### config.mk
export PLATFORM = sky130hd
export DESIGN_NAME = bank_rd_collect
export DESIGN_NICKNAME = d
export VERILOG_FILES = /design/src/rtl/bank_pkg.sv /design/src/rtl/rd_ret_fifo.sv /design/src/rtl/bank_rd_collect.sv
export SDC_FILE = /design/constraint.sdc
export NUM_CORES = 1
export LEC_CHECK = 0
export ABC_AREA = 1
export CORE_MARGIN = 5
export CORE_UTILIZATION = 45
export CTS_BUF_LIST = sky130_fd_sc_hd__clkbuf_8
export DETAILED_ROUTE_END_ITERATION = 12
export PLACE_DENSITY_LB_ADDON = 0.12
export SETUP_SLACK_MARGIN = 0.02
export SLEW_MARGIN = 20
export SYNTH_ARGS = -nofsm -noshare
export SYNTH_HDL_FRONTEND = slang
export SYNTH_SLANG_ARGS = --single-unit
### constraint.sdc
create_clock -name i_clk -period 3 [get_ports i_clk]
set_input_delay 0.6 -clock i_clk [delete_from_list [all_inputs] [get_ports i_clk]]
set_output_delay 0.6 -clock i_clk [all_outputs]
set_load 0.03 [all_outputs]
### src/rtl/bank_pkg.sv
// rtl/bank_pkg.sv - shared bank constants and read-tag types
package bank_pkg;

  localparam int NUM_BANKS  = 4;
  localparam int BANK_SEL_W = 2;

  typedef logic [BANK_SEL_W-1:0] bank_sel_t;

  typedef struct packed {
    logic      valid;
    bank_sel_t sel;
  } rd_tag_t;

endpackage

### src/rtl/rd_ret_fifo.sv
// rtl/rd_ret_fifo.sv - show-ahead return FIFO with full/empty flags
module rd_ret_fifo #(
  parameter int WIDTH = 8,
  parameter int DEPTH = 4
) (
  input  logic             i_clk,
  input  logic             i_rst_n,
  input  logic             i_push,
  input  logic [WIDTH-1:0] i_wdata,
  input  logic             i_pop,
  output logic [WIDTH-1:0] o_rdata,
  output logic             o_full,
  output logic             o_empty
);

  localparam int PTR_W = $clog2(DEPTH);
  localparam int CNT_W = PTR_W + 1;

  logic [WIDTH-1:0] r_mem [DEPTH];
  logic [PTR_W-1:0] r_wr_ptr;
  logic [PTR_W-1:0] r_rd_ptr;
  logic [CNT_W-1:0] r_count;
  logic             w_push;
  logic             w_pop;

  assign o_full  = (r_count == CNT_W'(DEPTH));
  assign o_empty = (r_count == '0);
  assign w_push  = i_push && !o_full;
  assign w_pop   = i_pop && !o_empty;

  // Head is forced to zero while empty so no stale entry is ever visible
  assign o_rdata = o_empty ? '0 : r_mem[r_rd_ptr];

  // Storage array: written at the tail, no reset needed since reads are gated by empty
  always_ff @(posedge i_clk) begin
    if (w_push) begin
      r_mem[r_wr_ptr] <= i_wdata;
    end
  end

  // Pointers wrap naturally at DEPTH (power of two); count tracks occupancy
  always_ff @(posedge i_clk or negedge i_rst_n) begin
    if (!i_rst_n) begin
      r_wr_ptr <= '0;
      r_rd_ptr <= '0;
      r_count  <= '0;
    end else begin
      if (w_push) r_wr_ptr <= r_wr_ptr + PTR_W'(1);
      if (w_pop)  r_rd_ptr <= r_rd_ptr + PTR_W'(1);
      case ({w_push, w_pop})
        2'b10:   r_count <= r_count + CNT_W'(1);
        2'b01:   r_count <= r_count - CNT_W'(1);
        default: r_count <= r_count;
      endcase
    end
  end

endmodule

### src/rtl/bank_rd_collect.sv
// rtl/bank_rd_collect.sv - bank read-return collector; BANK_ID_OUT_EN adds o_rd_bank
module bank_rd_collect
  import bank_pkg::*;
#(
  parameter int DATA_W = 8,
  parameter int RD_LAT = 1,
  parameter int DEPTH  = 4
) (
  input  logic              i_clk,
  input  logic              i_rst_n,
  input  logic              i_rd_req,
  input  logic [1:0]        i_rd_sel,
  output logic              o_req_ready,
  input  logic [DATA_W-1:0] i_bank_data0,
  input  logic [DATA_W-1:0] i_bank_data1,
  input  logic [DATA_W-1:0] i_bank_data2,
  input  logic [DATA_W-1:0] i_bank_data3,
  output logic [DATA_W-1:0] o_rd_data,
  output logic              o_rd_valid,
  input  logic              i_rd_ready,
  output logic              o_busy
`ifdef BANK_ID_OUT_EN
  ,
  output logic [1:0]        o_rd_bank
`endif
);

  localparam int CNT_W = $clog2(DEPTH) + 1;
`ifdef BANK_ID_OUT_EN
  localparam int ENTRY_W = DATA_W + BANK_SEL_W;
`else
  localparam int ENTRY_W = DATA_W;
`endif

  rd_tag_t             r_tag [RD_LAT];
  logic [CNT_W-1:0]    r_credit;
  rd_tag_t             w_last;
  logic                w_accept;
  logic                w_pop;
  logic                w_fifo_full;
  logic                w_fifo_empty;
  logic [DATA_W-1:0]   w_bank_data;
  logic [ENTRY_W-1:0]  w_push_entry;
  logic [ENTRY_W-1:0]  w_head;

  // Ready depends only on the credit register, never on i_rd_req
  assign o_req_ready = (r_credit < CNT_W'(DEPTH));
  assign o_busy      = (r_credit != '0);
  assign w_accept    = i_rd_req && o_req_ready;
  assign o_rd_valid  = !w_fifo_empty;
  assign w_pop       = o_rd_valid && i_rd_ready;
  assign w_last      = r_tag[RD_LAT-1];

  // Tag pipeline: one stage per cycle of bank latency, last stage marks capture
  always_ff @(posedge i_clk or negedge i_rst_n) begin
    if (!i_rst_n) begin
      for (int i = 0; i < RD_LAT; i++) r_tag[i] <= '0;
    end else begin
      r_tag[0] <= '{valid: w_accept, sel: i_rd_sel};
      for (int i = 1; i < RD_LAT; i++) r_tag[i] <= r_tag[i-1];
    end
  end

  // Bank data mux steered by the tag reaching the end of the pipeline
  always_comb begin
    w_bank_data = '0;
    case (w_last.sel)
      2'd0:    w_bank_data = i_bank_data0;
      2'd1:    w_bank_data = i_bank_data1;
      2'd2:    w_bank_data = i_bank_data2;
      default: w_bank_data = i_bank_data3;
    endcase
  end

`ifdef BANK_ID_OUT_EN
  assign w_push_entry = {w_last.sel, w_bank_data};
  assign o_rd_data    = w_head[DATA_W-1:0];
  assign o_rd_bank    = w_head[ENTRY_W-1 -: BANK_SEL_W];
`else
  assign w_push_entry = w_bank_data;
  assign o_rd_data    = w_head;
`endif

  // Credit counts in-flight plus queued reads; it bounds FIFO occupancy
  always_ff @(posedge i_clk or negedge i_rst_n) begin
    if (!i_rst_n) begin
      r_credit <= '0;
    end else begin
      case ({w_accept, w_pop})
        2'b10:   r_credit <= r_credit + CNT_W'(1);
        2'b01:   r_credit <= r_credit - CNT_W'(1);
        default: r_credit <= r_credit;
      endcase
    end
  end

  rd_ret_fifo #(
    .WIDTH (ENTRY_W),
    .DEPTH (DEPTH)
  ) u_fifo (
    .i_clk   (i_clk),
    .i_rst_n (i_rst_n),
    .i_push  (w_last.valid),
    .i_wdata (w_push_entry),
    .i_pop   (w_pop),
    .o_rdata (w_head),
    .o_full  (w_fifo_full),
    .o_empty (w_fifo_empty)
  );

  // Banks cannot stall, so a capture must always find room in the queue
  a_no_push_when_full: assert property (@(posedge i_clk) disable iff (!i_rst_n)
    !(w_last.valid && w_fifo_full));

endmodule

==> impl_metrics.json <==
{
  "status": "complete, no violations",
  "yosys.area.top_type": "edfxtp_1",
  "grt.total_usage": 0.154,
  "ant_nets": 0,
  "crit_arrival_ns": 2.14,
  "netlist_area_um2": 2300,
  "first_pass_iters": 4,
  "synthToLayoutAreaGrowth_pct": 27.6,
  "clkTransAtPathRegs_ns": 0.08,
  "multi_input_area_um2": 741,
  "synth_seq_area_share": 0.560,
  "rsz0062_at_grt": "no",
  "grt_max_degree": 18,
  "final_cell_mix": "nand2_1 (84), inv_1 (58), clkdlybuf4s50_1 (48)",
  "place_area_um2": 2830,
  "vdd_drop_max_uv": 497,
  "pre_cts_ws_ns": 0.577,
  "place_hpwl_um": 3440,
  "max_freq_mhz": 365,
  "numPortBuffers": 48,
  "tritoncts": "done",
  "worstPathMaxFanout": 17,
  "cts_root_buf": "clkbuf_8",
  "end_kind": "output port",
  "cts.hold.buffers_added": 0,
  "start_kind": "flop",
  "setup_viol": 0,
  "die_y_um": 81.5,
  "grt_first_pass_wirelength_um": 7770,
  "antenna_found_initial": 0,
  "regArea_um2": 1290,
  "htreeDepth": 2,
  "synth_nets": 301,
  "io_pins": 49,
  "rows": 26,
  "clk_latency_ns": 0.29,
  "drt_iter0_markers": 89,
  "initial_utilization": 0.456,
  "cap_violations": 0,
  "tightest_slew_ns": 0.766,
  "wl_per_cell_um": 11.5,
  "fin_nets": 353,
  "slew-limit-headroom": 0.488,
  "ys_top_cells_by_area": "edfxtp_1 (42%), dfrtp_1 (14%), nand2_1 (14%), inv_1 (9.3%), nand3_1 (5.0%)",
  "crit_required_ns": 2.40,
  "vias_per_cell": 4.46,
  "finalSetupTns_ns": 0,
  "powerDensity_nw_per_um2": 881,
  "maxSlewViolCount": 0,
  "finalCriticalPeriod_ns": 2.74,
  "grt_overflow": 0,
  "yosysWarningCount": 0,
  "fillers": 455,
  "drc_errors": 0,
  "layout-drive-gt1-share": 0.0422,
  "dieArea_um2": 6630,
  "hold_viol_final": 0,
  "cts_resized": 0,
  "yosysTopAreaCellShare": 0.418,
  "finalWorstSetupSlack_ns": 0.263,
  "vias": 1687,
  "syn_inst": 255,
  "final_common_cell": "nand2_1",
  "synthDistinctLibCells": 21,
  "ys_seq_elements": 45,
  "period_share": 0.912,
  "grt_pass1_vias": 1726,
  "syn_area_per_cell_um2": 9.01,
  "num_antenna_cells": 0,
  "min_path_type": "reg2reg",
  "design.core.area_um2": 5040,
  "fin_skew_ns": 0.00573,
  "cts_made_buffers": 5,
  "die_width_um": 81.5,
  "cts_setup_buffers": 0,
  "finalWeightedCongestion": 0.753,
  "final_area_um2": 2930,
  "wl_um": 4350,
  "clk_path_buf_depth": 2,
  "total_leakage_power_nw": 1.34,
  "critPathKind": "reg2out",
  "clock-sinks": 45
}
[per-stage QoR]
stage / cells / total power, W / util / hold WS [ns]
detailed placement: 370 / 0.00219 / 0.560 / 0.465
global placement: 370 / 0.00217 / 0.560 / 0.454
CTS: 378 / 0.00262 / 0.581 / 0.480
finish: 378 / 0.00258 / 0.581 / 0.479
global route: 378 / 0.00280 / 0.581 / 0.487
floorplan: 255 / 0.00181 / - / 0.304
[cell families (layout without fill, tap and decap cells)]
family          after synthesis  in the layout  synth area share
fa+ha+maj                     8              8            0.0501
xor+xnor                      3              3            0.0114
flops                        45             45             0.560
simple gates                126            126             0.235
compound gates               11             11            0.0256
buf+inv                      62            115             0.118
[metal layers]
layer  global-route usage  vias up  routed length, um
li1                     -      897                  -
met1                0.221      723               2060
met2                0.226       65               1870
met3               0.0439        2                401
met4               0.0439        0                 25
met5                    0        -                  0
[flip-flops by register name (all words and copies together) (netlist names)]
name and flops:
u_fifo.r_rd_ptr 2, u_fifo.r_mem 32, r_tag 3, u_fifo.r_count 3
u_fifo.r_wr_ptr 2, r_credit 3
[layout make-up]
type / instances / share of cell area
clock buffer: 5 / 0.0235
clock inverter: 3 / 0.0128
inverter: 58 / 0.0760
multi-input combinational: 148 / 0.253
sequential: 45 / 0.439
tap: 70 / 0.0299
timing repair buffer: 49 / 0.166
[synthesized netlist by cell type, drive strengths merged]
library cell  count
nand2            85
inv              58
edfxtp           32
nand3            24
dfrtp            13
nand4            10
a21oi             8
nor2              7
ha                6
o21ai             3
xnor2             3
buf               2
clkbuf            2
fa                2
[worst paths after layout]
kind                                          from                end  slack (ns)  cells after the start
min in group asynchronous                  i_rst_n        r_credit[2]        0.67                      1
worst max register to register   u_fifo.r_count[0]  u_fifo.r_count[2]        1.04                     10
worst min register to register         r_credit[2]        r_credit[2]        0.48                      2
worst max-delay path            u_fifo.r_rd_ptr[0]       o_rd_data[7]        0.26                      5
worst min-delay path                   r_credit[2]        r_credit[2]        0.48                      2
max in group asynchronous                  i_rst_n  u_fifo.r_count[1]        1.95                      1
[critical path, stage by stage (launching register included)]
cell             delay [ns]
dfrtp_1                0.68
inv_6                  0.14
nand2_1                0.10
nand3_1                0.07
a21oi_1                0.18
clkdlybuf4s50_1        0.69
[power breakdown]
part / switching [W] / internal, W
clock: 0.000179 / 0.000242
sequential: 0.000113 / 0.000829
combinational: 0.000733 / 0.000487
total: 0.00102 / 0.00156
Note: power is estimated with default switching activity, not from simulation.
